<file path="config.mk">
export PLATFORM = sky130hd
export DESIGN_NAME = operand_fetch
export DESIGN_NICKNAME = d
export VERILOG_FILES = /design/src/rtl/operand_fetch_pkg.sv /design/src/rtl/operand_fetch_bypass.sv /design/src/rtl/operand_fetch.sv
export SDC_FILE = /design/constraint.sdc
export NUM_CORES = 1
export LEC_CHECK = 0
export ABC_AREA = 0
export BUFFER_PORTS_ARGS = -buffer_cell sky130_fd_sc_hd__buf_2
export CAP_MARGIN = 20
export CORE_AREA = 2 2 149 151
export CTS_CLUSTER_DIAMETER = 100
export DETAILED_ROUTE_END_ITERATION = 16
export DIE_AREA = 0 0 151 153
export PLACE_DENSITY_LB_ADDON = 0.15
export SLEW_MARGIN = 20
export SYNTH_ARGS = -nofsm -noshare
export SYNTH_HDL_FRONTEND = slang
export SYNTH_SLANG_ARGS = --single-unit
</file>
<file path="constraint.sdc">
create_clock -name clock -period 4.29 [get_ports clock]
set_input_delay 1.0725 -clock clock [delete_from_list [all_inputs] [get_ports clock]]
set_output_delay 1.0725 -clock clock [all_outputs]
set_load 0.01 [all_outputs]
</file>
<file path="src/rtl/operand_fetch_pkg.sv">
// Shared definitions for the operand fetch stage: register tags, data words and the scoreboard mask helper.
// Optional feature macro used by this slice: FORWARDING_EN.
`ifndef WORD_SIZE
`define WORD_SIZE 32
`endif

package operand_fetch_pkg;

  typedef logic [4:0]            tag;
  typedef logic [`WORD_SIZE-1:0] word;

  localparam int unsigned num_regs = 32;

  // One-hot mask for a register tag; x0 never has a scoreboard bit.
  function automatic logic [num_regs-1:0] tag_mask(input tag t);
    logic [num_regs-1:0] m;
    m = '0;
    if (t != '0) m[t] = 1'b1;
    return m;
  endfunction

endpackage

</file>
<file path="src/rtl/operand_fetch_bypass.sv">
// Per-operand priority mux: x0 reads as zero, then ex > mem > wb > register file.
// The parent drives ex/mem valids low when FORWARDING_EN is not defined.
module operand_bypass
  import operand_fetch_pkg::*;
(
  input  tag   src,
  input  word  rf_value,
  input  logic ex_valid,
  input  tag   ex_rd,
  input  word  ex_value,
  input  logic mem_valid,
  input  tag   mem_rd,
  input  word  mem_value,
  input  logic wb_valid,
  input  tag   wb_rd,
  input  word  wb_value,
  output word  value
);

  always_comb begin
    value = rf_value;
    if (src == '0)
      value = '0;
    else if (ex_valid && (ex_rd == src))
      value = ex_value;
    else if (mem_valid && (mem_rd == src))
      value = mem_value;
    else if (wb_valid && (wb_rd == src))
      value = wb_value;
  end

endmodule

</file>
<file path="src/rtl/operand_fetch.sv">
// Operand fetch stage: register read, bypass selection, load-use scoreboard and a one-entry output register.
// Build option FORWARDING_EN enables ex/mem bypass and load-only scoreboard tracking.
module operand_fetch
  import operand_fetch_pkg::*;
(
  input  logic        clock,
  input  logic        reset_n,
  input  logic        in_valid,
  output logic        in_ready,
  input  tag          in_rs1,
  input  tag          in_rs2,
  input  tag          in_rd,
  input  logic        in_uses_rs1,
  input  logic        in_uses_rs2,
  input  logic        in_writes_rd,
  input  logic        in_is_load,
  input  word         in_imm,
  output tag          rf_rs1,
  output tag          rf_rs2,
  input  word         rf_rs1_value,
  input  word         rf_rs2_value,
  input  logic        ex_fwd_valid,
  input  tag          ex_fwd_rd,
  input  word         ex_fwd_value,
  input  logic        mem_fwd_valid,
  input  tag          mem_fwd_rd,
  input  word         mem_fwd_value,
  input  logic        wb_valid,
  input  tag          wb_rd,
  input  word         wb_value,
  input  logic        wb_is_load,
  input  logic        flush,
  output logic        out_valid,
  input  logic        out_ready,
  output word         out_rs1_value,
  output word         out_rs2_value,
  output word         out_imm,
  output tag          out_rd,
  output logic        out_writes_rd,
  output logic        out_is_load,
  output logic [31:0] pending
);

  // Handshakes: a transfer happens on a clock edge where valid & ready are both high;
  // valid never depends on ready, and the output register holds while out_valid & !out_ready.

  logic [num_regs-1:0] pending_q, pending_d, set_mask, clr_mask;
  logic ex_v, mem_v, wb_clears, out_tracked, set_on_retire, waw;
  logic busy_rs1, busy_rs2, stall, accept, handshake;
  word  rs1_value, rs2_value;

  assign rf_rs1 = in_rs1;
  assign rf_rs2 = in_rs2;

`ifdef FORWARDING_EN
  assign ex_v          = ex_fwd_valid;
  assign mem_v         = mem_fwd_valid;
  assign wb_clears     = wb_valid & wb_is_load;
  assign out_tracked   = out_valid & out_is_load;
  assign set_on_retire = out_is_load & out_writes_rd;
  assign waw           = 1'b0;
`else
  // Without ex/mem bypass every writer is tracked until write-back.
  logic unused_fwd;
  assign unused_fwd    = ^{ex_fwd_valid, mem_fwd_valid, wb_is_load};
  assign ex_v          = 1'b0;
  assign mem_v         = 1'b0;
  assign wb_clears     = wb_valid;
  assign out_tracked   = out_valid & out_writes_rd;
  assign set_on_retire = out_writes_rd;
  assign waw           = in_writes_rd & (in_rd != '0) & pending_q[in_rd];
`endif

  operand_bypass u_bypass_rs1 (
    .src       (in_rs1),
    .rf_value  (rf_rs1_value),
    .ex_valid  (ex_v),
    .ex_rd     (ex_fwd_rd),
    .ex_value  (ex_fwd_value),
    .mem_valid (mem_v),
    .mem_rd    (mem_fwd_rd),
    .mem_value (mem_fwd_value),
    .wb_valid  (wb_valid),
    .wb_rd     (wb_rd),
    .wb_value  (wb_value),
    .value     (rs1_value)
  );

  operand_bypass u_bypass_rs2 (
    .src       (in_rs2),
    .rf_value  (rf_rs2_value),
    .ex_valid  (ex_v),
    .ex_rd     (ex_fwd_rd),
    .ex_value  (ex_fwd_value),
    .mem_valid (mem_v),
    .mem_rd    (mem_fwd_rd),
    .mem_value (mem_fwd_value),
    .wb_valid  (wb_valid),
    .wb_rd     (wb_rd),
    .wb_value  (wb_value),
    .value     (rs2_value)
  );

  // A source is busy if its producer is still in flight: pending (unless written back now) or sitting in our output register.
  always_comb begin
    busy_rs1 = 1'b0;
    busy_rs2 = 1'b0;
    if (in_uses_rs1 && (in_rs1 != '0))
      busy_rs1 = (pending_q[in_rs1] && !(wb_clears && (wb_rd == in_rs1))) ||
                 (out_tracked && (out_rd == in_rs1));
    if (in_uses_rs2 && (in_rs2 != '0))
      busy_rs2 = (pending_q[in_rs2] && !(wb_clears && (wb_rd == in_rs2))) ||
                 (out_tracked && (out_rd == in_rs2));
  end

  assign stall     = busy_rs1 | busy_rs2 | waw;
  assign in_ready  = reset_n & ~stall & (~out_valid | out_ready) & ~flush;
  assign accept    = in_valid & in_ready;
  assign handshake = out_valid & out_ready & ~flush;

  // Set wins over a same-cycle clear of the same register.
  always_comb begin
    set_mask  = (handshake && set_on_retire) ? tag_mask(out_rd) : '0;
    clr_mask  = wb_clears ? tag_mask(wb_rd) : '0;
    pending_d = ((pending_q & ~clr_mask) | set_mask) & ~num_regs'(1);
  end

  always_ff @(posedge clock) begin
    if (!reset_n)
      pending_q <= '0;
    else
      pending_q <= pending_d;
  end

  assign pending = pending_q;

  always_ff @(posedge clock) begin
    if (!reset_n) begin
      out_valid     <= 1'b0;
      out_rs1_value <= '0;
      out_rs2_value <= '0;
      out_imm       <= '0;
      out_rd        <= '0;
      out_writes_rd <= 1'b0;
      out_is_load   <= 1'b0;
    end else if (flush) begin
      out_valid <= 1'b0;
    end else if (accept) begin
      out_valid     <= 1'b1;
      out_rs1_value <= rs1_value;
      out_rs2_value <= rs2_value;
      out_imm       <= in_imm;
      out_rd        <= in_rd;
      out_writes_rd <= in_writes_rd;
      out_is_load   <= in_is_load;
    end else if (out_ready) begin
      out_valid <= 1'b0;
    end
  end

endmodule
</file>
# [Word-level counts from Yosys, hierarchy flattened]
# Index checks and enable logic that the tools add are counted.
[totals] ff_bits=136 in_bits=235 ramBits=0 latchBits=0 memories=0 romBits=0
[op_classes] addsub=0 n_mux=22 n_bitwise=19 magnitude_cmp=7 n_reduce_logical=25 n_div=0 n_mul=0 n_shift=0 n_eq_ne=4
[ops] cell="two-way mux 32 bit" count=8
[ops] cell="AND 32 bit" count=1
[ops] cell="inverter 32 bit" count=1
[ops] cell="OR 32 bit" count=1
[ops] cell="less-than comparator 5 x 6 -> 1 bit (second input constant)" count=5
[ops] cell="nonzero test 5 bit" count=5
[ops] cell="equality test 5 bit" count=4
[ops] cell="binary-select mux 1 bit (select 5 bit)" count=3
[ops] cell="logical AND 1 bit" count=11
[ops] cell="demux 1 bit (select 5 bit)" count=2
[ops] cell="greater-or-equal comparator 5 x 1 -> 1 bit (second input constant)" count=2
[ops] cell="logical NOT 5 bit" count=2
[ops] cell="AND 1 bit" count=9
[ops] cell="two-way mux 1 bit" count=9
[ops] cell="inverter 1 bit" count=4
[ops] cell="OR 1 bit" count=3
[ops] cell="logical NOT 1 bit" count=2
[ops] cell="logical OR 1 bit" count=2
[ops] cell="AND reduction 2 bit" count=1
[ops] cell="nonzero test 2 bit" count=1
[ops] cell="OR reduction 2 bit" count=1

# [Logic depth before layout (Yosys ltp)]
# Gate-level depths: netlist (run 1).
[depth] depth_word=14 depth_mapped=11 ltp_nobuf=7

# [Modules after synthesis]
# A second synthesis (run 1) with hierarchy kept.
[unflattened] hier_cells=1194 area_unflattened_um2=9520.4
[modules_own_cells] module="operand_fetch" cells_each=766 instances=1 area_each_um2=6855.3
[modules_own_cells] module="operand_bypass" cells_each=214 instances=2 area_each_um2=1332.5

# [Worst setup path after synthesis (run 1)]
# No wires, ideal clock.
[synth_timing] path_kind="input -> output" start="input port in_rs1[0]" end="output port in_ready" path_buffers=3 stages=7 arrival_ps=2957 slack_ps=261 cell_sequence="buf_2 > buf_4 > o41ai_4 > nor4_1 > or4b_4 > nor4_4 > clkbuf_1"
[synth_via] elab_chain_cells=12 elab_cells_between_ends=18 classes_between="eq/ne (2); mux (3); bitwise (6); reduce/logical (7)"
[synth_rtl] element="start, declared" line="operand_fetch.sv:10" text="input tag in_rs1,"
[synth_rtl] element="branches (longest 5 deep; another with binary-select mux 1 bit (select 5 bit))"
[synth_rtl] element="two-way mux 1 bit *" line="operand_fetch.sv:108" text="if (in_uses_rs1 && (in_rs1 != '0))"
[synth_rtl] element="OR 1 bit * (2 in a row)" line="operand_fetch.sv:116" text="assign stall = busy_rs1 | busy_rs2 | waw;"
[synth_rtl] element="inverter 1 bit *" line="operand_fetch.sv:117" text="assign in_ready = reset_n & ~stall & (~out_valid | out_ready) & ~flush;"
[synth_rtl] element="AND 1 bit * (3 in a row)" line="operand_fetch.sv:117"
[synth_rtl] element="end, declared" line="operand_fetch.sv:9" text="output logic in_ready,"
# Mark *: on every way between the ends. The select of a mux whose other input is x is not followed.

# [Worst setup path after layout (run 1)]
[layout_timing] start="input port in_rs2[0]" end="output port in_ready"
[layout_via] elab_chain_cells=12 elab_cells_between_ends=18 classes_between="eq/ne (2); mux (3); bitwise (6); reduce/logical (7)"
[layout_rtl] element="start, declared" line="operand_fetch.sv:11" text="input tag in_rs2,"
[layout_rtl] element="branches (longest 5 deep; another with binary-select mux 1 bit (select 5 bit))"
[layout_rtl] element="two-way mux 1 bit *" line="operand_fetch.sv:111" text="if (in_uses_rs2 && (in_rs2 != '0))"
[layout_rtl] element="OR 1 bit * (2 in a row)" line="operand_fetch.sv:116"
[layout_rtl] element="inverter 1 bit *" line="operand_fetch.sv:117"
[layout_rtl] element="AND 1 bit * (3 in a row)" line="operand_fetch.sv:117"
# Marked as above.

==> report_table.html, run 1 <==
<table>
<tr><th>Metric</th><th>Value</th></tr>
<tr><th colspan="2">CTS</th></tr>
<tr><td>Cell at the root of the clock tree</td><td>sky130_fd_sc_hd__clkbuf_16</td></tr>
<tr><td>CTS buffer count</td><td>17</td></tr>
<tr><td>Number of buffers on the longest clock path</td><td>2</td></tr>
<tr><td>Count of hold buffers inserted by post-cts repair</td><td>0</td></tr>
<tr><td>Worst-skew pair later-pin latency</td><td>between 0.4 and 0.5 ns</td></tr>
<tr><td>Clock input transition at the sequential cells of the worst setup and hold paths</td><td>roughly 0.05 ns</td></tr>
<tr><td>Total number of clock tree sinks</td><td>approximately 140</td></tr>
<tr><td>Buffers inserted by post-CTS timing repair</td><td>0</td></tr>
<tr><td>TritonCTS clock tree</td><td>built</td></tr>
<tr><td># H-tree levels</td><td>4</td></tr>
<tr><th colspan="2">Worst setup path</th></tr>
<tr><td>Cell with the biggest individual delay on the critical path</td><td>sky130_fd_sc_hd__mux4_2</td></tr>
<tr><td>Flop-to-flop setup slack</td><td>1.16 ns</td></tr>
<tr><td>Biggest cell delay along the critical path</td><td>around 0.52 ns</td></tr>
<tr><td>Crit path cell chain</td><td>clkbuf_4 -&gt; mux4_2 -&gt; mux2_2 -&gt; o22ai_1 -&gt; and4b_1 -&gt; nor4_4 -&gt; buf_2</td></tr>
<tr><td>Arrival time of the worst setup path</td><td>3.08 ns</td></tr>
<tr><td>Worst R2R Path Depth</td><td>9</td></tr>
<tr><td>Worst reg2reg endpoint</td><td>out_rs2_value[27]$_SDFFE_PN0P_</td></tr>
<tr><td>WS Path Type</td><td>input port to primary output</td></tr>
<tr><td>Crit-path max FO</td><td>9</td></tr>
<tr><td>Launching element type of the critical path</td><td>input port</td></tr>
<tr><td>Endpoint required time on the critical path</td><td>~3.2 ns</td></tr>
<tr><td>Reg2reg start</td><td>out_rd[4]$_SDFFE_PN0P_</td></tr>
<tr><td>Sort of element at the end of the critical path</td><td>primary output</td></tr>
<tr><th colspan="2">Cells and area</th></tr>
<tr><td>Share of cells above drive strength 1</td><td>40.2%</td></tr>
<tr><td>End-of-flow core utilization</td><td>between 40% and 50%</td></tr>
<tr><td>Net count reported at finish</td><td>about 1300</td></tr>
<tr><td>Design Area, Final</td><td>between 9000 and 10000 sq um</td></tr>
<tr><td>Layout-stage area growth over the synthesis result</td><td>31.2%</td></tr>
<tr><td>Final standard cell count with taps included and fillers excluded</td><td>between 1000 and 1500</td></tr>
<tr><th colspan="2">Place</th></tr>
<tr><td>Number of instances in the placed design</td><td>around 1300</td></tr>
<tr><td>Count of buffers from port buffering</td><td>between 300 and 400</td></tr>
<tr><td>Global placer's final weighted congestion</td><td>roughly 0.88</td></tr>
<tr><td>Place WS</td><td>0.0727 ns</td></tr>
<tr><td>HPWL Detailed</td><td>about 18000 um</td></tr>
<tr><td>DP Area</td><td>approximately 9200 sq um</td></tr>
<tr><th colspan="2">Power and ir drop</th></tr>
<tr><td>Overall power after layout</td><td>roughly 3.4 mW</td></tr>
<tr><td>Pleak</td><td>approximately 4.7 nW</td></tr>
<tr><td>Power per cell area</td><td>~340 nW/um^2</td></tr>
<tr><td>Peak ir drop on the vdd network</td><td>approximately 0.00024 V</td></tr>
<tr><th colspan="2">STA</th></tr>
<tr><td>Final setup fails</td><td>0</td></tr>
<tr><td>Measured slew at the worst slew-check pin</td><td>between 0.8 and 0.9 ns</td></tr>
<tr><td>Minimum setup slack in the final design</td><td>roughly 0.14 ns</td></tr>
<tr><td>Minimum clock period</td><td>just over 4 ns</td></tr>
<tr><td>Post-route fraction of the period consumed by the critical path</td><td>approximately 97%</td></tr>
<tr><td>Post-route clock skew</td><td>0.0186 ns</td></tr>
<tr><td>Final Max Slew Viols</td><td>0</td></tr>
<tr><td>Slew headroom</td><td>between 40 and 50%</td></tr>
<tr><td>Setup repair after global routing missed its margin</td><td>false</td></tr>
<tr><td>Hold Vio Cnt, Final</td><td>0</td></tr>
<tr><td>Setup total negative slack</td><td>0 ns</td></tr>
<tr><td>F_max</td><td>roughly 0.24 GHz</td></tr>
<tr><td>Worst Hold Slack</td><td>approximately 0.47 ns</td></tr>
<tr><th colspan="2">Routing</th></tr>
<tr><td>Iter 0 DRT Violations</td><td>489</td></tr>
<tr><td>Remaining antenna violation count after routing</td><td>0</td></tr>
<tr><td>Vias</td><td>7328</td></tr>
<tr><td>Initial DRT Pass Iterations</td><td>5</td></tr>
<tr><td>Vias per inst</td><td>between 5 and 6</td></tr>
<tr><td>Drt wl/cell</td><td>slightly below 20 um</td></tr>
<tr><td>Routed wire length</td><td>26500 um</td></tr>
<tr><td>DRC violations left</td><td>0</td></tr>
<tr><th colspan="2">Min path</th></tr>
<tr><td>Origin of the worst min-delay path</td><td>out_rs1_value[10]$_SDFFE_PN0P_</td></tr>
<tr><td>Worst min path class</td><td>register to register</td></tr>
<tr><td>Worst hold stages</td><td>1</td></tr>
<tr><td>Worst-case hold path end point</td><td>out_rs1_value[10]$_SDFFE_PN0P_</td></tr>
<tr><th colspan="2">Status</th></tr>
<tr><td>Status</td><td>finished clean</td></tr>
<tr><th colspan="2">Logic synthesis</th></tr>
<tr><td>Number of flops mapped to enable cells by yosys</td><td>0</td></tr>
<tr><td>Yosys reg bits</td><td>135</td></tr>
<tr><td>Synthesized area</td><td>~7500 sq um</td></tr>
<tr><td>Leading register cell type out of synthesis</td><td>sky130_fd_sc_hd__dfxtp_1</td></tr>
<tr><td>Synth cell types</td><td>slightly above 50</td></tr>
<tr><td>Async set or reset register ratio after synthesis</td><td>0%</td></tr>
<tr><td>Post-Syn Area per Cell</td><td>about 9.3 sq um</td></tr>
<tr><td>YS warnings</td><td>0</td></tr>
<tr><td>Part of the Yosys area used for sequential elements</td><td>between 30% and 40%</td></tr>
<tr><td>Gate Count Post-Synth</td><td>around 810</td></tr>
<tr><td>Post-synth net total</td><td>around 1000</td></tr>
<tr><th colspan="2">Floorplanning</th></tr>
<tr><td>Total die area</td><td>23100 sq um</td></tr>
<tr><td>Die outline width</td><td>roughly 150 um</td></tr>
<tr><td>Number of rows in the core area</td><td>between 50 and 60</td></tr>
<tr><td>Starting density of the core</td><td>a little over a third</td></tr>
<tr><td>I/O pin count</td><td>382</td></tr>
<tr><td>Die extent in y</td><td>roughly 150 um</td></tr>
<tr><td>Core outline area</td><td>21500 sq um</td></tr>
<tr><th colspan="2">GRT</th></tr>
<tr><td>Wire length of the first global-routing pass</td><td>40300 um</td></tr>
<tr><td>Global route overflow</td><td>0</td></tr>
<tr><td>Maximum number of pins on one net before global-route repair</td><td>82</td></tr>
<tr><td>Initial antenna violation count</td><td>1</td></tr>
<tr><td>Vias in the first global route</td><td>roughly 7000</td></tr>
<tr><td>GRT Overall Usage</td><td>between 20 and 25%</td></tr>
<tr><th colspan="2">Job</th></tr>
<tr><td>Reported max-cap violation count</td><td>0</td></tr>
</table>
-- worst max-delay path, delay by kind of cell --
kind | cells | cell delay (ns)
AO/OA/AOI/OAI | 1 | 0.16
buffers and inverters | 2 | 0.44
multiplexers | 2 | 0.81
AND/OR/NAND/NOR | 2 | 0.59
-- flip-flops by register name, summed over array words and instances (netlist names) --
register / cells
out_imm: 32
out_is_load: 1
out_rd: 5
out_rs1_value: 32
out_rs2_value: 32
out_valid: 1
out_writes_rd: 1
pending: 31
-- routing by layer --
metal / part of all wire, % / GRT usage, % / up-vias
met5: 0 / 0 / -
met4: 1.8 / 7.34 / 0
met3: 9.1 / 5.79 / 40
met2: 47 / 36.1 / 356
met1: 42 / 29.5 / 3472
li1: - / - / 3460
-- report_power, final --
part	switching [mW]	internal [mW]
combinational	0.254	0.201
clock	0.599	0.993
sequential	0.0273	1.29
-- how the worst max path moves through the flow --
stage | startpoint | end | depth (start not counted)
6_report | in_rs2[0] | in_ready | 7
3_5_place_dp | in_rs2[0] | in_ready | 7
2_1_floorplan | in_rs1[0] | in_ready | 7
5_1_grt | in_rs1[0] | in_ready | 7
3_3_place_gp | in_rs2[0] | out_rd[1]$_SDFFE_PN0P_ | 10
4_1_cts | in_rs2[0] | in_ready | 7
-- synthesized netlist by cell type, types with 2 or more instances --
master / count / area, sq um
sky130_fd_sc_hd__nor4_1: 5 / 31.3
sky130_fd_sc_hd__or3b_2: 2 / 17.5
sky130_fd_sc_hd__buf_4: 15 / 113
sky130_fd_sc_hd__a22o_1: 2 / 17.5
sky130_fd_sc_hd__dfxtp_1: 135 / 2700
sky130_fd_sc_hd__buf_6: 7 / 78.8
sky130_fd_sc_hd__mux2_2: 4 / 45.0
sky130_fd_sc_hd__mux2i_1: 79 / 791
sky130_fd_sc_hd__xnor2_1: 10 / 87.6
sky130_fd_sc_hd__and3b_1: 3 / 26.3
sky130_fd_sc_hd__and3_1: 107 / 669
sky130_fd_sc_hd__nand4_1: 2 / 12.5
sky130_fd_sc_hd__nor2_1: 71 / 267
sky130_fd_sc_hd__nand2_1: 40 / 150
sky130_fd_sc_hd__nand2b_1: 3 / 18.8
sky130_fd_sc_hd__o21ai_0: 32 / 160
sky130_fd_sc_hd__nand3_1: 3 / 15.0
sky130_fd_sc_hd__a21oi_1: 2 / 10.0
sky130_fd_sc_hd__a31o_2: 36 / 315
sky130_fd_sc_hd__or2_1: 2 / 12.5
sky130_fd_sc_hd__a21boi_0: 31 / 233
sky130_fd_sc_hd__nand3b_1: 9 / 67.6
sky130_fd_sc_hd__o41ai_1: 2 / 17.5
sky130_fd_sc_hd__xor2_1: 10 / 87.6
sky130_fd_sc_hd__clkbuf_1: 52 / 195
sky130_fd_sc_hd__nor3b_1: 7 / 52.6
sky130_fd_sc_hd__nor2b_1: 4 / 25.0
sky130_fd_sc_hd__mux4_2: 18 / 405
sky130_fd_sc_hd__a31o_1: 69 / 604
sky130_fd_sc_hd__buf_2: 22 / 110
sky130_fd_sc_hd__o22ai_1: 2 / 12.5
-- layout make-up --
cell class	instances	area [sq um]
Clock buffer	18	439
Sequential cell	135	2700
Antenna cell	1	2.50
Multi-Input combinational cell	573	4350
Clock inverter	13	195
Fill cell	2174	11600
Timing Repair Buffer	330	1840
Inverter	1	3.75
Tap cell	280	350
-- timing repair --
action	4_1_cts	5_1_grt
gates resized for setup	0	2
endpoints found under the hold margin	0	0
endpoints found under the setup margin	0	1
-- placed cells by master (no fill, tap or decap), drive strengths merged, types with 6 or more instances in the layout --
cell / synthesis / layout
a21boi: 31 / 31
a31o: 105 / 105
and3: 107 / 107
buf: 45 / 328
clkbuf: 52 / 20
dfxtp: 135 / 135
mux2i: 79 / 79
mux4: 18 / 18
nand2: 41 / 41
nand3b: 9 / 9
nor2: 71 / 71
nor3b: 7 / 7
nor4: 6 / 6
o21ai: 33 / 33
xnor2: 10 / 10
xor2: 10 / 10
-- logic make-up after synthesis --
kind of cell / synth area share (%)
compound gates: 19.3
xor+xnor: 2.32
buf+inv: 6.69
flops: 35.9
mux: 16.5
other cells: 0.0498
simple gates: 19.2
(Power assumes the default switching activity.)
==> run 2, diff against run 1 <==
--- a/config.mk
+++ b/config.mk
@@ -5,14 +5,14 @@
 export SDC_FILE = /design/constraint.sdc
 export NUM_CORES = 1
 export LEC_CHECK = 0
-export ABC_AREA = 0
+export ABC_AREA = 1
 export BUFFER_PORTS_ARGS = -buffer_cell sky130_fd_sc_hd__buf_2
 export CAP_MARGIN = 20
 export CORE_AREA = 2 2 149 151
 export CTS_CLUSTER_DIAMETER = 100
 export DETAILED_ROUTE_END_ITERATION = 16
 export DIE_AREA = 0 0 151 153
-export PLACE_DENSITY_LB_ADDON = 0.15
+export PLACE_DENSITY_LB_ADDON = 0.12
 export SLEW_MARGIN = 20
 export SYNTH_ARGS = -nofsm -noshare
 export SYNTH_HDL_FRONTEND = slang
==> constraint.sdc (replaced) <==
create_clock -name clock -period 4.8 [get_ports clock]
set_input_delay 1.2 -clock clock [delete_from_list [all_inputs] [get_ports clock]]
set_output_delay 1.2 -clock clock [all_outputs]
set_load 0.01 [all_outputs]
==> run 2 against run 1 <==
Combinational power rose by 2%. Global-route usage rose by 2.2 points. Count of clock-buffer cells in the layout rose by 1. Clock skew fell by 0.0053 ns. Largest power group unchanged.
==> report_table.html, run 2 <==
<table>
<tr><th>Metric</th><th>Value</th></tr>
<tr><th colspan="2">Status</th></tr>
<tr><td>Status</td><td>finished clean</td></tr>
<tr><th colspan="2">Cells and area</th></tr>
<tr><td>Combined flip-flop and latch cell area</td><td>about 2700 sq um</td></tr>
<tr><td>Share of cells above drive strength 1</td><td>roughly 23%</td></tr>
<tr><td>Area occupied by multi-input gates</td><td>slightly above 4000 sq um</td></tr>
<tr><td>Leading cell type in the layout, fill and taps excluded</td><td>sky130_fd_sc_hd__nand2_1</td></tr>
<tr><td>Layout-stage area growth over the synthesis result</td><td>26.1%</td></tr>
<tr><td>Design Area, Final</td><td>around 10000 sq um</td></tr>
<tr><td>Largest registers</td><td>out_imm x32, out_rs1_value x32, out_rs2_value x32</td></tr>
<tr><td>Most used cells in the layout excluding fill and tap cells</td><td>sky130_fd_sc_hd__nand2_1 (425), sky130_fd_sc_hd__buf_2 (303), sky130_fd_sc_hd__nor2_1 (220)</td></tr>
<tr><td>Net count reported at finish</td><td>1837</td></tr>
<tr><td>Number of filler instances in the final layout</td><td>2410</td></tr>
<tr><th colspan="2">Power and ir drop</th></tr>
<tr><td>Power spent charging and discharging nets</td><td>0.875 mW</td></tr>
<tr><td>Part of the total power dissipated in sequential elements</td><td>about 40%</td></tr>
<tr><td>Peak ir drop on the vdd network</td><td>between 0.0002 and 0.00025 V</td></tr>
<tr><td>Switching Fraction</td><td>about 30%</td></tr>
<tr><td>Pleak</td><td>5.50 nW</td></tr>
<tr><td>Share of total power in the clock network</td><td>about 44%</td></tr>
<tr><td>Share of total power in combinational logic</td><td>between 10% and 20%</td></tr>
<tr><td>Internal portion of total power</td><td>around 2.1 mW</td></tr>
<tr><td>Power per cell area</td><td>between 200 and 300 nW/um^2</td></tr>
<tr><th colspan="2">Routing</th></tr>
<tr><td>Vias per inst</td><td>roughly 4.8</td></tr>
<tr><td>Drt wl/cell</td><td>around 15 um</td></tr>
<tr><td>Routed wire length</td><td>28800 um</td></tr>
<tr><td>Remaining antenna violation count after routing</td><td>0</td></tr>
<tr><td>Iter 0 DRT Violations</td><td>between 500 and 600</td></tr>
<tr><td>Initial DRT Pass Iterations</td><td>6</td></tr>
<tr><td>Vias</td><td>between 9000 and 10000</td></tr>
<tr><td>DRC violations left</td><td>0</td></tr>
<tr><th colspan="2">CTS</th></tr>
<tr><td>CTS buffer count</td><td>17</td></tr>
<tr><td>TritonCTS clock tree</td><td>built</td></tr>
<tr><td>Total number of clock tree sinks</td><td>roughly 140</td></tr>
<tr><td>Clock input transition at the sequential cells of the worst setup and hold paths</td><td>approximately 0.07 ns</td></tr>
<tr><td>Cell at the root of the clock tree</td><td>sky130_fd_sc_hd__clkbuf_16</td></tr>
<tr><td>Count of hold buffers inserted by post-cts repair</td><td>0</td></tr>
<tr><td># H-tree levels</td><td>4</td></tr>
<tr><td>Worst-skew pair later-pin latency</td><td>~0.43 ns</td></tr>
<tr><td>Buffers inserted by post-CTS timing repair</td><td>0</td></tr>
<tr><td>Number of buffers on the longest clock path</td><td>2</td></tr>
<tr><td>Post-cts repair resize count</td><td>0</td></tr>
<tr><th colspan="2">Worst setup path</th></tr>
<tr><td>CP top delay family</td><td>simple AND/OR/NAND/NOR gates</td></tr>
<tr><td>Biggest cell delay along the critical path</td><td>about 0.28 ns</td></tr>
<tr><td>Cell with the biggest individual delay on the critical path</td><td>sky130_fd_sc_hd__and3_1</td></tr>
<tr><td>Crit path cell chain</td><td>buf_2 -&gt; buf_4 -&gt; a21oi_1 -&gt; o21ai_0 -&gt; nand3_1 -&gt; nand3_1 -&gt; nand2_1 -&gt; nand3_1 -&gt; nand2_1 -&gt; nand2_2 -&gt; and3_1 -&gt; buf_2</td></tr>
<tr><td>WS Path Type</td><td>input port to primary output</td></tr>
<tr><td>Sort of element at the end of the critical path</td><td>primary output</td></tr>
<tr><td>Most Frequent Cell on Critical Path</td><td>sky130_fd_sc_hd__nand3_1</td></tr>
<tr><td>Arrival time of the worst setup path</td><td>just under 3 ns</td></tr>
<tr><td>Buffering stage count on the worst path with inverters included</td><td>3</td></tr>
<tr><td>Crit-path max FO</td><td>19</td></tr>
<tr><td>Endpoint required time on the critical path</td><td>about 3.6 ns</td></tr>
<tr><td>Launching element type of the critical path</td><td>input port</td></tr>
<tr><th colspan="2">STA</th></tr>
<tr><td>Hold Vio Cnt, Final</td><td>0</td></tr>
<tr><td>Measured slew at the worst slew-check pin</td><td>between 1 and 1.5 ns</td></tr>
<tr><td>Setup total negative slack</td><td>0 ns</td></tr>
<tr><td>Final Max Slew Viols</td><td>0</td></tr>
<tr><td>Post-route clock skew</td><td>about 0.013 ns</td></tr>
<tr><td>Post-route fraction of the period consumed by the critical path</td><td>a little under nine tenths</td></tr>
<tr><td>Slew headroom</td><td>just under 30%</td></tr>
<tr><td>Minimum clock period</td><td>~4.1 ns</td></tr>
<tr><td>F_max</td><td>between 0.2 and 0.25 GHz</td></tr>
<tr><td>Setup repair after global routing missed its margin</td><td>false</td></tr>
<tr><td>Final setup fails</td><td>0</td></tr>
<tr><th colspan="2">Logic synthesis</th></tr>
<tr><td>Post-synth net total</td><td>1582</td></tr>
<tr><td>Yosys reg bits</td><td>135</td></tr>
<tr><td>YS warnings</td><td>0</td></tr>
<tr><td>Async set or reset register ratio after synthesis</td><td>0%</td></tr>
<tr><td>Library cell with the largest summed area after synthesis</td><td>sky130_fd_sc_hd__dfxtp_1</td></tr>
<tr><td>Leading register cell type out of synthesis</td><td>sky130_fd_sc_hd__dfxtp_1</td></tr>
<tr><td>Synth cell types</td><td>30</td></tr>
<tr><td>Synthesized area</td><td>around 8000 sq um</td></tr>
<tr><td>Gate Count Post-Synth</td><td>between 1000 and 1500</td></tr>
<tr><td>Part of the Yosys area used for sequential elements</td><td>between 30% and 40%</td></tr>
<tr><td>Fraction of synthesized cell area taken by the top area cell type</td><td>34.0%</td></tr>
<tr><td>Most frequent cell after synthesis</td><td>sky130_fd_sc_hd__nand2_1</td></tr>
<tr><td>Post-Syn Area per Cell</td><td>roughly 6 sq um</td></tr>
<tr><td>Most frequent cells after synthesis</td><td>sky130_fd_sc_hd__nand2_1 (425), sky130_fd_sc_hd__nor2_1 (220), sky130_fd_sc_hd__inv_1 (164)</td></tr>
<tr><td>Most area-consuming cells after synthesis</td><td>sky130_fd_sc_hd__dfxtp_1 (34%), sky130_fd_sc_hd__nand2_1 (20%), sky130_fd_sc_hd__nor2_1 (10%)</td></tr>
<tr><td>Number of flops mapped to enable cells by yosys</td><td>0</td></tr>
<tr><th colspan="2">GRT</th></tr>
<tr><td>Vias in the first global route</td><td>about 8300</td></tr>
<tr><td>Initial antenna violation count</td><td>5</td></tr>
<tr><td>GRT Overall Usage</td><td>between 20 and 25%</td></tr>
<tr><td>Global route overflow</td><td>0</td></tr>
<tr><td>Wire length of the first global-routing pass</td><td>around 45000 um</td></tr>
<tr><td>Maximum number of pins on one net before global-route repair</td><td>~90</td></tr>
<tr><th colspan="2">Job</th></tr>
<tr><td>Reported max-cap violation count</td><td>0</td></tr>
<tr><th colspan="2">Floorplanning</th></tr>
<tr><td>Die extent in y</td><td>153 um</td></tr>
<tr><td>Core outline area</td><td>approximately 21000 sq um</td></tr>
<tr><td>Starting density of the core</td><td>approximately 37%</td></tr>
<tr><td>I/O pin count</td><td>382</td></tr>
<tr><td>Number of rows in the core area</td><td>54</td></tr>
<tr><td>Total die area</td><td>approximately 23000 sq um</td></tr>
<tr><td>Die outline width</td><td>about 150 um</td></tr>
<tr><th colspan="2">Place</th></tr>
<tr><td>Count of buffers from port buffering</td><td>approximately 300</td></tr>
<tr><td>Global placer's final weighted congestion</td><td>roughly 0.90</td></tr>
<tr><td>DP Area</td><td>9430 sq um</td></tr>
<tr><td>HPWL Detailed</td><td>20800 um</td></tr>
<tr><th colspan="2">Min path</th></tr>
<tr><td>Worst min path class</td><td>register to register</td></tr>
</table>
-- run 2: changes by cell type after synthesis, moves of 30 or more --
cell / previous run / this run
sky130_fd_sc_hd__and3_1: 107 / 1
sky130_fd_sc_hd__a21oi_1: 2 / 102
sky130_fd_sc_hd__inv_1: 1 / 164
sky130_fd_sc_hd__a31o_2: 36 / 0
sky130_fd_sc_hd__a31o_1: 69 / 0
sky130_fd_sc_hd__nor2_1: 71 / 220
sky130_fd_sc_hd__a21boi_0: 31 / 1
sky130_fd_sc_hd__nand3_1: 3 / 78
sky130_fd_sc_hd__nand2_1: 40 / 425
sky130_fd_sc_hd__mux2i_1: 79 / 0
-- run 2: final cells by class --
class	instances	share of cell area [%]
Antenna cell	4	0.0998
Clock buffer	19	4.52
Clock inverter	13	1.22
Inverter	181	6.80
Multi-Input combinational cell	950	40.5
Sequential cell	135	27.0
Tap cell	280	3.49
Timing Repair Buffer	317	16.4
-- run 2: worst paths after layout --
| path | from | end | slack [ns] | cells past startpoint |
|---|---|---|---|---|
| worst min register to register | pending[6]$_SDFF_PN0_ | pending[6]$_SDFF_PN0_ | 0.49 | 2 |
| worst min-delay path | pending[6]$_SDFF_PN0_ | pending[6]$_SDFF_PN0_ | 0.49 | 2 |
| worst max register to register | out_rd[4]$_SDFFE_PN0P_ | out_imm[19]$_SDFFE_PN0P_ | 1.76 | 10 |
| worst max-delay path | in_rs1[0] | in_ready | 0.71 | 12 |
-- run 2: logic make-up (layout without fill, tap and decap cells) --
family | count (synthesis) | after routing | synth area share [%]
AO/OA/AOI/OAI | 186 | 186 | 12.4
XOR/XNOR | 2 | 2 | 0.220
buffers and inverters | 262 | 530 | 15.1
flip-flops | 135 | 135 | 34.0
other | 1 | 5 | 0.0472
AND/OR/NAND/NOR | 761 | 761 | 38.2
-- run 2: through the flow --
| stage | worst slack [ns] | total power [mW] | instances | util, % | hold WS [ns] |
|---|---|---|---|---|---|
| after floorplan | 1.12 | 1.49 | 1347 | - | 0.507 |
| after global placement | 0.740 | 1.67 | 1862 | 43.9 | 0.479 |
| after detailed placement | 0.751 | 1.67 | 1862 | 43.9 | 0.484 |
| after CTS | 0.744 | 2.98 | 1894 | 46.6 | 0.497 |
| after global routing | 0.514 | 3.10 | 1899 | 46.7 | 0.523 |
| final | 0.710 | 2.96 | 1899 | 46.7 | 0.492 |
-- run 2: worst register-to-register path: cells and delay by family, from the launching register on --
family                 cells  cell delay, ns
and+or+nand+nor            7            1.41
buffers and inverters      2            0.82
AOI/OAI and AO/OA          1            0.23
DFF                        1            0.49
-- run 2: routing by layer --
layer | up-vias | global-route usage [%] | share of wire [%]
met5 | - | 0 | 0
li1 | 4669 | - | -
met2 | 382 | 37.5 | 44
met3 | 43 | 6.45 | 9.3
met1 | 4048 | 33.7 | 44
met4 | 0 | 9.30 | 2.1
-- run 2: power by group through the flow --
stage                     Sequential (mW)  Clock, mW  Combinational [mW]
after floorplan                      1.23          0               0.266
after global placement               1.21          0               0.459
after detailed placement             1.21          0               0.460
after CTS                            1.19       1.33               0.462
after global routing                 1.19       1.38               0.525
final                                1.19       1.31               0.462
==> run 3, diff against run 2 <==
--- a/config.mk
+++ b/config.mk
@@ -6,12 +6,12 @@
 export NUM_CORES = 1
 export LEC_CHECK = 0
 export ABC_AREA = 1
-export BUFFER_PORTS_ARGS = -buffer_cell sky130_fd_sc_hd__buf_2
 export CAP_MARGIN = 20
 export CORE_AREA = 2 2 149 151
 export CTS_CLUSTER_DIAMETER = 100
 export DETAILED_ROUTE_END_ITERATION = 16
 export DIE_AREA = 0 0 151 153
+export DONT_BUFFER_PORTS = 1
 export PLACE_DENSITY_LB_ADDON = 0.12
 export SLEW_MARGIN = 20
 export SYNTH_ARGS = -nofsm -noshare
==> run 3 against run 2 <==
Largest cell class unchanged. Sequential power hardly changed. Critical endpoint unchanged. Power is 4.1% lower. Sequential cell count stayed put. Wire length is 3.6% lower. Sequential share of layout area is 4.9 points higher. Non-clock buffer count is 309 lower. Fmax is 7.8% higher. Count of clock-buffer cells in the layout stayed put.
==> report_table.html, run 3 (synthesis gave the netlist of run 2 again) <==
<table>
<tr><th>Metric</th><th>Value</th></tr>
<tr><th colspan="2">Power and ir drop</th></tr>
<tr><td>Part of the total power dissipated in sequential elements</td><td>approximately 43%</td></tr>
<tr><td>Share of total power in combinational logic</td><td>under 10%</td></tr>
<tr><td>Share of total power in the clock network</td><td>about 47%</td></tr>
<tr><td>Pleak</td><td>between 4 and 5 nW</td></tr>
<tr><td>Power spent charging and discharging nets</td><td>about 0.79 mW</td></tr>
<tr><td>Internal portion of total power</td><td>2.05 mW</td></tr>
<tr><td>Overall power after layout</td><td>between 2 and 3 mW</td></tr>
<tr><td>Peak ir drop on the vdd network</td><td>0.000219 V</td></tr>
<tr><td>Power per cell area</td><td>334 nW/um^2</td></tr>
<tr><td>Switching Fraction</td><td>roughly 28%</td></tr>
<tr><th colspan="2">Worst setup path</th></tr>
<tr><td>Most Frequent Cell on Critical Path</td><td>sky130_fd_sc_hd__nand2_1</td></tr>
<tr><td>Arrival time of the worst setup path</td><td>2.59 ns</td></tr>
<tr><td>Crit path cell chain</td><td>inv_2 -&gt; nand2_1 -&gt; nand3_1 -&gt; nand2_1 -&gt; nand2_1 -&gt; nand2_1 -&gt; nor2_1 -&gt; nand2_1 -&gt; nand3_1 -&gt; nand2_1 -&gt; nand2_2 -&gt; and3_1</td></tr>
<tr><td>Stages on worst setup path</td><td>12</td></tr>
<tr><td>Cell with the biggest individual delay on the critical path</td><td>sky130_fd_sc_hd__nand2_2</td></tr>
<tr><td>WS Path Type</td><td>input port to primary output</td></tr>
<tr><td>Worst R2R Path Depth</td><td>10</td></tr>
<tr><td>Buffering stage count on the worst path with inverters included</td><td>1</td></tr>
<tr><td>Launching element type of the critical path</td><td>input port</td></tr>
<tr><td>Biggest cell delay along the critical path</td><td>about 0.30 ns</td></tr>
<tr><td>Sort of element at the end of the critical path</td><td>primary output</td></tr>
<tr><td>Flop-to-flop setup slack</td><td>slightly above 2 ns</td></tr>
<tr><td>Endpoint required time on the critical path</td><td>roughly 3.6 ns</td></tr>
<tr><td>CP top delay family</td><td>simple AND/OR/NAND/NOR gates</td></tr>
<tr><td>Crit-path max FO</td><td>24</td></tr>
<tr><th colspan="2">GRT</th></tr>
<tr><td>Vias in the first global route</td><td>7326</td></tr>
<tr><td>Wire length of the first global-routing pass</td><td>around 42000 um</td></tr>
<tr><td>GRT Overall Usage</td><td>a little under a quarter</td></tr>
<tr><td>Initial antenna violation count</td><td>0</td></tr>
<tr><td>Maximum number of pins on one net before global-route repair</td><td>between 150 and 200</td></tr>
<tr><td>Global route overflow</td><td>0</td></tr>
<tr><th colspan="2">Job</th></tr>
<tr><td>Reported max-cap violation count</td><td>0</td></tr>
<tr><th colspan="2">Cells and area</th></tr>
<tr><td>Net count reported at finish</td><td>approximately 1500</td></tr>
<tr><td>Layout-stage area growth over the synthesis result</td><td>6.64%</td></tr>
<tr><td>Most used cells in the layout excluding fill and tap cells</td><td>sky130_fd_sc_hd__nand2_1 (425), sky130_fd_sc_hd__nor2_1 (220), sky130_fd_sc_hd__inv_1 (163)</td></tr>
<tr><td>Share of cells above drive strength 1</td><td>between 4 and 5%</td></tr>
<tr><td>Largest registers</td><td>out_imm x32, out_rs1_value x32, out_rs2_value x32</td></tr>
<tr><td>End-of-flow core utilization</td><td>about two fifths</td></tr>
<tr><td>Number of filler instances in the final layout</td><td>2435</td></tr>
<tr><td>Leading cell type in the layout, fill and taps excluded</td><td>sky130_fd_sc_hd__nand2_1</td></tr>
<tr><td>Diodes inserted</td><td>0</td></tr>
<tr><th colspan="2">CTS</th></tr>
<tr><td>Cell at the root of the clock tree</td><td>sky130_fd_sc_hd__clkbuf_16</td></tr>
<tr><td>Worst-skew pair later-pin latency</td><td>0.42 ns</td></tr>
<tr><td>TritonCTS clock tree</td><td>built</td></tr>
<tr><td>Post-cts repair resize count</td><td>0</td></tr>
<tr><td>Total number of clock tree sinks</td><td>135</td></tr>
<tr><td># H-tree levels</td><td>4</td></tr>
<tr><td>CTS buffer count</td><td>17</td></tr>
<tr><td>Buffers inserted by post-CTS timing repair</td><td>0</td></tr>
<tr><td>Clock input transition at the sequential cells of the worst setup and hold paths</td><td>0.06 ns</td></tr>
<tr><td>Count of hold buffers inserted by post-cts repair</td><td>0</td></tr>
<tr><td>Number of buffers on the longest clock path</td><td>2</td></tr>
<tr><th colspan="2">Min path</th></tr>
<tr><td>Worst hold stages</td><td>2</td></tr>
<tr><td>Worst min path class</td><td>register to register</td></tr>
<tr><th colspan="2">Routing</th></tr>
<tr><td>Routed wire length</td><td>about 28000 um</td></tr>
<tr><td>Vias</td><td>7966</td></tr>
<tr><td>Drt wl/cell</td><td>17.5 um</td></tr>
<tr><td>Initial DRT Pass Iterations</td><td>5</td></tr>
<tr><td>Vias per inst</td><td>5.02</td></tr>
<tr><td>Remaining antenna violation count after routing</td><td>0</td></tr>
<tr><td>Iter 0 DRT Violations</td><td>a little under 600</td></tr>
<tr><td>DRC violations left</td><td>0</td></tr>
<tr><th colspan="2">Place</th></tr>
<tr><td>Place WS</td><td>a little under 1 ns</td></tr>
<tr><td>Global placer's final weighted congestion</td><td>between 0.8 and 0.9</td></tr>
<tr><td>HPWL Detailed</td><td>a little under 20000 um</td></tr>
<tr><td>Count of buffers from port buffering</td><td>0</td></tr>
<tr><th colspan="2">Floorplanning</th></tr>
<tr><td>Die outline width</td><td>151 um</td></tr>
<tr><td>Total die area</td><td>about 23000 sq um</td></tr>
<tr><td>I/O pin count</td><td>382</td></tr>
<tr><td>Die extent in y</td><td>~150 um</td></tr>
<tr><td>Starting density of the core</td><td>a little under two fifths</td></tr>
<tr><td>Core outline area</td><td>between 20000 and 25000 sq um</td></tr>
<tr><td>Number of rows in the core area</td><td>54</td></tr>
<tr><th colspan="2">STA</th></tr>
<tr><td>Post-route fraction of the period consumed by the critical path</td><td>79.0%</td></tr>
<tr><td>Final setup fails</td><td>0</td></tr>
<tr><td>Minimum setup slack in the final design</td><td>about 1.0 ns</td></tr>
<tr><td>Post-route clock skew</td><td>roughly 0.0095 ns</td></tr>
<tr><td>Setup repair after global routing missed its margin</td><td>false</td></tr>
<tr><td>Setup total negative slack</td><td>0 ns</td></tr>
<tr><td>Hold Vio Cnt, Final</td><td>0</td></tr>
<tr><td>Worst Hold Slack</td><td>roughly 0.55 ns</td></tr>
<tr><td>Final Max Slew Viols</td><td>0</td></tr>
<tr><td>F_max</td><td>approximately 0.26 GHz</td></tr>
<tr><td>Slew headroom</td><td>just under 30%</td></tr>
<tr><td>Measured slew at the worst slew-check pin</td><td>around 1.0 ns</td></tr>
<tr><td>Minimum clock period</td><td>about 3.8 ns</td></tr>
<tr><th colspan="2">Status</th></tr>
<tr><td>Status</td><td>finished clean</td></tr>
</table>
run 3: cell type report:
cell class | instances | area [sq um] | share of cell area, %
Multi-Input combinational cell | 950 | 4070 | 47.9
Sequential cell | 135 | 2700 | 31.9
Inverter | 181 | 682 | 8.04
Clock buffer | 19 | 443 | 5.22
Tap cell | 280 | 350 | 4.13
Clock inverter | 13 | 148 | 1.74
Timing Repair Buffer | 8 | 90.1 | 1.06
run 3: through the flow:
step / std cells / area (sq um)
floorplan: 1347 / 7950
global placement: 1553 / 7860
detailed placement: 1553 / 7860
CTS: 1585 / 8450
global route: 1586 / 8480
finish: 1586 / 8480
run 3: power by group through the flow:
stage          sequential [mW]  combinational, mW  clock (mW)
5_1_grt                   1.22              0.321        1.42
3_5_place_dp              1.25              0.272           0
6_report                  1.22              0.274        1.34
4_1_cts                   1.22              0.273        1.37
3_3_place_gp              1.25              0.269           0
2_1_floorplan             1.23              0.266           0
run 3: path summary, 6_finish.rpt:
check	start	to
worst min-delay path	pending[6]$_SDFF_PN0_	pending[6]$_SDFF_PN0_
worst min register to register	pending[6]$_SDFF_PN0_	pending[6]$_SDFF_PN0_
worst max register to register	out_rd[4]$_SDFFE_PN0P_	out_rd[4]$_SDFFE_PN0P_
worst max-delay path	in_rs1[0]	in_ready
run 3: per-layer routing:
metal  up-vias  track usage, %  wire [um]  part of all wire [%]
met5         -               0          0                     0
met2       360            35.8      12200                    44
li1       4042               -          -                     -
met1      3528            31.2      11900                    43
met3        36            8.30       3160                    11
met4         0            7.70        488                   1.8
run 3: worst min-delay path: stages (launching register included):
cell	delay, ns
sky130_fd_sc_hd__dfxtp_1	0.35
sky130_fd_sc_hd__o21ai_0	0.09
sky130_fd_sc_hd__a21oi_1	0.06
